`src/rtl/game_pkg.sv`:
```
// Shared game-flow definitions: state encoding seen by the frog module and
// the controller, plus playfield geometry.
package game_pkg;

    typedef enum logic [1:0] {
        ST_IDLE    = 2'b00,
        ST_PLAY    = 2'b01,
        ST_RESPAWN = 2'b10,
        ST_OVER    = 2'b11
    } game_state_t;

    localparam int BLOCKSIZE = 32;
    localparam int START_ROW = 14;

endpackage

```
`src/rtl/frame_timer.sv`:
```
// Frame counter with clear, tick enable and saturation at a runtime limit.
// done is high while the count sits exactly at the limit.
module frame_timer #(
    parameter int CNT_W = 7
) (
    input  logic             clk,
    input  logic             reset,
    input  logic             clear,
    input  logic             tick,
    input  logic [CNT_W-1:0] limit,
    output logic             done
);

    logic [CNT_W-1:0] count;

    // Clear wins over a coincident tick so a freshly entered state starts at zero.
    always_ff @(posedge clk) begin
        if (reset || clear) begin
            count <= '0;
        end else if (tick && (count < limit)) begin
            count <= count + 1'b1;
        end
    end

    assign done = (count == limit);

endmodule

```
`src/rtl/game_ctrl.sv`:
```
// Game-flow controller: IDLE/PLAY/RESPAWN/OVER sequencing, lives, goals,
// score and event pulses. Optional GAME_CTRL_HISCORE_EN adds a hiscore output.
module game_ctrl
    import game_pkg::*;
#(
    parameter int LIVES_INIT     = 3,
    parameter int GOALS_TO_WIN   = 5,
    parameter int RESPAWN_FRAMES = 30,
    parameter int OVER_FRAMES    = 120,
    parameter int ROW_SHIFT      = $clog2(BLOCKSIZE),
    parameter int START_ROW      = game_pkg::START_ROW,
    parameter int WIN_BONUS      = 50,
    parameter int SCORE_W        = 14
) (
    input  logic               clk,
    input  logic               reset,
    input  logic               frame_tick,
    input  logic [3:0]         dpad_input,
    input  logic               collision,
    input  logic               reached_end,
    input  logic [9:0]         frog_y,
    output logic [1:0]         state,
    output logic [2:0]         lives,
    output logic [2:0]         goals,
    output logic [SCORE_W-1:0] score,
    output logic               game_won,
    output logic               death_pulse,
    output logic               win_pulse,
    output logic               lose_pulse
`ifdef GAME_CTRL_HISCORE_EN
    ,
    output logic [SCORE_W-1:0] hiscore
`endif
);

    localparam int ROW_W   = 10 - ROW_SHIFT;
    localparam int CNT_MAX = (OVER_FRAMES > RESPAWN_FRAMES) ? OVER_FRAMES : RESPAWN_FRAMES;
    localparam int CNT_W   = $clog2(CNT_MAX + 1);
    localparam logic [SCORE_W-1:0] SCORE_MAX = '1;

    game_state_t        state_q, state_d;
    logic [2:0]         lives_q, lives_d;
    logic [2:0]         goals_q, goals_d;
    logic [SCORE_W-1:0] score_q, score_d;
    logic               game_won_q, game_won_d;
    logic [ROW_W-1:0]   best_row_q, best_row_d;
    logic               death_d, win_d, lose_d;
    logic [3:0]         dpad_prev;

    logic               press;
    logic [ROW_W-1:0]   row;
    logic [SCORE_W:0]   score_plus_bonus, score_plus_one;
    logic [SCORE_W-1:0] score_bonus_sat, score_one_sat;

    logic               timer_clear, timer_tick, timer_done;
    logic [CNT_W-1:0]   timer_limit;

    assign press = |(dpad_input & ~dpad_prev);
    assign row   = ROW_W'(frog_y >> ROW_SHIFT);

    // One extra bit catches overflow so the score clamps instead of wrapping.
    assign score_plus_bonus = {1'b0, score_q} + (SCORE_W+1)'(WIN_BONUS);
    assign score_plus_one   = {1'b0, score_q} + 1'b1;
    assign score_bonus_sat  = score_plus_bonus[SCORE_W] ? SCORE_MAX : score_plus_bonus[SCORE_W-1:0];
    assign score_one_sat    = score_plus_one[SCORE_W]   ? SCORE_MAX : score_plus_one[SCORE_W-1:0];

    assign timer_limit = (state_q == ST_OVER) ? CNT_W'(OVER_FRAMES) : CNT_W'(RESPAWN_FRAMES - 1);

    frame_timer #(
        .CNT_W (CNT_W)
    ) u_frame_timer (
        .clk   (clk),
        .reset (reset),
        .clear (timer_clear),
        .tick  (timer_tick),
        .limit (timer_limit),
        .done  (timer_done)
    );

    always_ff @(posedge clk) begin
        if (reset) begin
            state_q     <= ST_IDLE;
            lives_q     <= 3'(LIVES_INIT);
            goals_q     <= '0;
            score_q     <= '0;
            game_won_q  <= 1'b0;
            best_row_q  <= ROW_W'(START_ROW);
            death_pulse <= 1'b0;
            win_pulse   <= 1'b0;
            lose_pulse  <= 1'b0;
            dpad_prev   <= '0;
        end else begin
            state_q     <= state_d;
            lives_q     <= lives_d;
            goals_q     <= goals_d;
            score_q     <= score_d;
            game_won_q  <= game_won_d;
            best_row_q  <= best_row_d;
            death_pulse <= death_d;
            win_pulse   <= win_d;
            lose_pulse  <= lose_d;
            dpad_prev   <= dpad_input;
        end
    end

    // PLAY priority: collision beats reached_end beats forward-row credit.
    always_comb begin
        state_d     = state_q;
        lives_d     = lives_q;
        goals_d     = goals_q;
        score_d     = score_q;
        game_won_d  = game_won_q;
        best_row_d  = best_row_q;
        death_d     = 1'b0;
        win_d       = 1'b0;
        lose_d      = 1'b0;
        timer_clear = 1'b0;
        timer_tick  = 1'b0;

        case (state_q)
            ST_IDLE: begin
                if (press) begin
                    state_d     = ST_PLAY;
                    lives_d     = 3'(LIVES_INIT);
                    goals_d     = '0;
                    score_d     = '0;
                    game_won_d  = 1'b0;
                    best_row_d  = ROW_W'(START_ROW);
                    timer_clear = 1'b1;
                end
            end
            ST_PLAY: begin
                if (collision) begin
                    lives_d     = lives_q - 3'd1;
                    death_d     = 1'b1;
                    timer_clear = 1'b1;
                    state_d     = ST_RESPAWN;
                end else if (reached_end) begin
                    goals_d     = goals_q + 3'd1;
                    score_d     = score_bonus_sat;
                    timer_clear = 1'b1;
                    if ((int'(goals_q) + 1) == GOALS_TO_WIN) begin
                        game_won_d = 1'b1;
                        win_d      = 1'b1;
                        state_d    = ST_OVER;
                    end else begin
                        state_d    = ST_RESPAWN;
                    end
                end else if (row < best_row_q) begin
                    score_d    = score_one_sat;
                    best_row_d = row;
                end
            end
            ST_RESPAWN: begin
                timer_tick = frame_tick;
                if (frame_tick && timer_done) begin
                    best_row_d  = ROW_W'(START_ROW);
                    timer_clear = 1'b1;
                    if (lives_q == 3'd0) begin
                        game_won_d = 1'b0;
                        lose_d     = 1'b1;
                        state_d    = ST_OVER;
                    end else begin
                        state_d    = ST_PLAY;
                    end
                end
            end
            ST_OVER: begin
                timer_tick = frame_tick;
                if (timer_done && press) begin
                    timer_clear = 1'b1;
                    state_d     = ST_IDLE;
                end
            end
            default: state_d = ST_IDLE;
        endcase
    end

`ifdef GAME_CTRL_HISCORE_EN
    logic [SCORE_W-1:0] hiscore_q;

    // Captured on entry to OVER using the final score, bonus included.
    always_ff @(posedge clk) begin
        if (reset) begin
            hiscore_q <= '0;
        end else if ((state_d == ST_OVER) && (state_q != ST_OVER) && (score_d > hiscore_q)) begin
            hiscore_q <= score_d;
        end
    end

    assign hiscore = hiscore_q;
`else
    // No high-score register in this build.
`endif

    assign state    = state_q;
    assign lives    = lives_q;
    assign goals    = goals_q;
    assign score    = score_q;
    assign game_won = game_won_q;

endmodule

```
`config.mk`:
```
export PLATFORM = sky130hd
export DESIGN_NAME = game_ctrl
export DESIGN_NICKNAME = d
export VERILOG_FILES = /design/src/rtl/game_pkg.sv /design/src/rtl/frame_timer.sv /design/src/rtl/game_ctrl.sv
export SDC_FILE = /design/constraint.sdc
export NUM_CORES = 1
export LEC_CHECK = 0
export CAP_MARGIN = 20
export CELL_PAD_IN_SITES_DETAIL_PLACEMENT = 0
export CELL_PAD_IN_SITES_GLOBAL_PLACEMENT = 1
export CORE_MARGIN = 1.5
export CORE_UTILIZATION = 36
export CTS_CLUSTER_SIZE = 14
export DETAILED_ROUTE_END_ITERATION = 8
export GPL_TIMING_DRIVEN = 0
export PLACE_DENSITY = 0.8
export SKIP_LAST_GASP = 1
export SYNTH_ARGS = -nofsm -noshare
export SYNTH_HDL_FRONTEND = slang
export SYNTH_HIERARCHICAL = 1
export SYNTH_SLANG_ARGS = --single-unit
export TNS_END_PERCENT = 50
```
`constraint.sdc`:
```
create_clock -name clk -period 2.55 [get_ports clk]
set_input_delay 0.51 -clock clk [delete_from_list [all_inputs] [get_ports clk]]
set_output_delay 0.51 -clock clk [all_outputs]
set_load 0.03 [all_outputs]
```
==> reports/metrics.csv <==
stage;metric;value;unit
route;Met1 Wirelength;3.555;mm
setup_path;Worst Path Arrival;2.79;ns
power_and_ir_drop;PD cells;487.5;nW/µm²
logic_synthesis;library cells used by synthesis;73;
logic_synthesis;Synth Register Bits;42;
die;Core Box Area;7647;µm²
logic_synthesis;post-synthesis sequential area ratio;0.2995;
die;Starting Density;0.3671;
grt;initial antenna violation count;0;
grt;first-pass GRT wire length;12.50;mm
sta;Period minus WS final;2.544;ns
logic_synthesis;mapped cell area;2808;µm²
power_and_ir_drop;Pwr Total;1.730;mW
layout;# diodes;0;
setup_path;Worst EP required;2.80;ns
layout;Post-Layout Cell Count;488;
min_path;hold path cells;2;
die;Die W;91.31;µm
setup_path;Worst Path Max Fanout;5;
die;row count;32;
route;Initial DRT Pass Iterations;4;
placement;pre-CTS WS;-0.6219;ns
logic_synthesis;syn avg cell area;8.406;µm²
cts;# hold bufs at CTS;0;
sta;RSZ-0062 raised after global routing;true;
logic_synthesis;Synth Area in Adders;0.08021;
min_path;hold wc startpoint;u_frame_timer/count[6];
layout;Finished Cell Area;3548;µm²
logic_synthesis;Async S/R FF share, synth;0;
layout;Multi-input gate area;1833;µm²
sta;final hold violations;0;
route;Initial DRC Count;97;
setup_path;Setup crit start;frog_y[9];
sta;Slew Viols, Final;0;
logic_synthesis;Post-synth top flop;dfxtp_1;
setup_path;CP startpoint kind;input port;
run;max-cap viol count;0;
power_and_ir_drop;Leak;1.330;nW
placement;# placed instances;475;
placement;I/O Buffers;38;
route;Routed wire per std cell;15.70;µm
sta;clk_skew;0.01489;ns
cts;Sinks on Clock Net;42;
setup_path;R2R setup slack;0.11;ns
setup_path;R2R depth;12;
sta;worst slew pin tran;0.7478;ns
layout;Fill cells;776;
layout;layout cell share with drive strength beyond 1;0.1554;
cts;CTS buffer count;5;
logic_synthesis;Synth Area in Compound Gates;0.3026;
sta;final worst slack;0.006408;ns
setup_path;Crit. End Element;flip-flop;
logic_synthesis;largest family of logic cells by synthesized area;compound AO/OA/AOI/OAI gates;
sta;Max Fclk;393.1;MHz
route;Post-DRT Antenna Nets;0;
route;# DRC;0;
cts;Clock Latency Late Sink;0.30;ns
sta;Tcrit/Tclk final;0.9975;
route;vias;2736;
logic_synthesis;Mapped Cells;334;
cts;Root Buffer;clkbuf_8;
die;Die Y-Extent;91.31;µm
grt;vias in the first global route;2546;
logic_synthesis;yosys warns;6;
logic_synthesis;EDFF count, synth;0;
setup_path;Reg-to-Reg End;u_frame_timer/count[6];
cts;Reg clk slew, reported paths;0.09;ns
die;Ports;45;
min_path;worst hold path type;flip-flop to flip-flop;
placement;RD Place Congestion;0.8044;
layout;Finished Core Util;0.4640;
route;Top Metal Used;met4;
grt;GRT overflow;0;
grt;Total GRT Usage;0.1846;
logic_synthesis;Synth Area in Simple Gates;0.2371;
setup_path;kind of critical path;input port to flip-flop;
logic_synthesis;XOR/XNOR Fraction of Synth Area;0.003119;
cts;H-tree depth;2;
logic_synthesis;mux cell area share after synthesis;0.007576;
route;WL final;7.664;mm
route;via/cell ratio;5.607;
layout;Nets;423;
die;full die area;8338;µm²
sta;# setup viols final;0;
status;status;completed;
min_path;Hold Path End;u_frame_timer/count[6];
route;WL met2;3.769;mm
setup_path;Worst R2R Start;state[1];
placement;post-DP HPWL;5.390;mm
layout;Sequential Area;848.3;µm²
cts;CTS tree;yes;
layout;Area Overhead vs Synth;26.38;%
sta;Slew headroom;0.4984;
power_and_ir_drop;Max rail drop VDD;0.2621;mV
grt;largest net degree at the start of global routing;13;
placement;dpl cell area;3324;µm²
route;WL met3;285;µm
cts;Max clock buf depth;2;
synth_stat cells, drive strengths merged, types with 5 or more instances:
master | count | area (µm²)
a31oi | 5 | 31.28
ha | 18 | 225.2
dfxtp | 42 | 840.8
nor3 | 10 | 55.05
nor4 | 7 | 43.79
a21oi | 24 | 127.6
buf | 10 | 82.57
nand3 | 12 | 60.06
nand2b | 6 | 37.54
nor2 | 18 | 67.56
a21o | 5 | 37.54
inv | 22 | 82.58
clkbuf | 6 | 23.77
o21ai | 14 | 70.07
nor2b | 12 | 75.07
o31ai | 5 | 42.54
nand2 | 19 | 71.32
or2 | 6 | 37.54
nand4 | 7 | 50.05
a211oi | 11 | 102.6
worst max-delay path by stage:
stage | to | slack, ns
after floorplan | u_frame_timer/count[0] | 0.05
after global placement | score[7] | -0.61
after detailed placement | score[13] | -0.62
after CTS | score[12] | 0.007
after global routing | score[7] | -0.04
final | score[7] | 0.006
placed cells by master (no fill, tap or decap), types with 12 or more instances in the layout:
master            n
nand3_1          12
nor2b_1          12
o21ai_0          12
inv_1            22
ha_1             17
clkdlybuf4s50_1  36
nor2_1           16
nand2_1          19
a21oi_1          21
dfxtp_1          40
through the flow:
| step | hold slack, ns | TNS, ns |
|---|---|---|
| 3_3_place_gp | 0.4559 | -8.200 |
| 2_1_floorplan | 0.4442 | 0 |
| 3_5_place_dp | 0.4681 | -8.473 |
| 5_1_grt | 0.4958 | -0.2514 |
| 6_report | 0.4826 | 0 |
| 4_1_cts | 0.4848 | 0 |
area by class of cell:
type	instances	area share
clock buffer	6	0.02327
timing repair buffer	45	0.1224
inverter	22	0.02327
multi-input combinational	255	0.5166
tap	102	0.03597
sequential	42	0.2391
buffer	15	0.03103
clock inverter	1	0.008463
cell families (layout without fill, tap and decap cells):
family	count (synthesis)	in the layout
compound gates	111	111
flops	42	42
simple gates	120	120
mux	2	2
fa+ha+maj	18	18
buf+inv	38	89
xor+xnor	1	1
other cells	2	3
worst max-delay path: stages:
cell and delay (ns):
clkdlybuf4s50_1 0.50, ha_1 0.25, and4_1 0.21, a221o_2 0.36, a2111o_1 0.48, buf_6 0.16
a211oi_2 0.19, a211o_1 0.12
flip-flops by register name (all words and copies together), names as in the netlist, 2 cells and up:
signal and flops:
goals 3, u_frame_timer/count 7, best_row_q 5, lives 3
score 14, state 2, dpad_prev 4
routing by layer:
layer	vias to the layer above	track usage
met4	0	0.04557
met2	53	0.3221
li1	1362	-
met3	5	0.02931
met5	-	0
met1	1316	0.2356
repair_timing:
| action | 4_1_cts | 5_1_grt |
|---|---|---|
| pin swaps | 4 | 5 |
| resized for setup | 10 | 15 |
| buffers inserted | 4 | 2 |
| setup endpoints to repair | 18 | 21 |
| gates cloned | 1 | 0 |
power breakdown:
part / switching, mW / internal, mW
clock: 0.237 / 0.314
sequential: 0.0300 / 0.683
combinational: 0.275 / 0.191
Note: power is estimated with default switching activity, not from simulation.
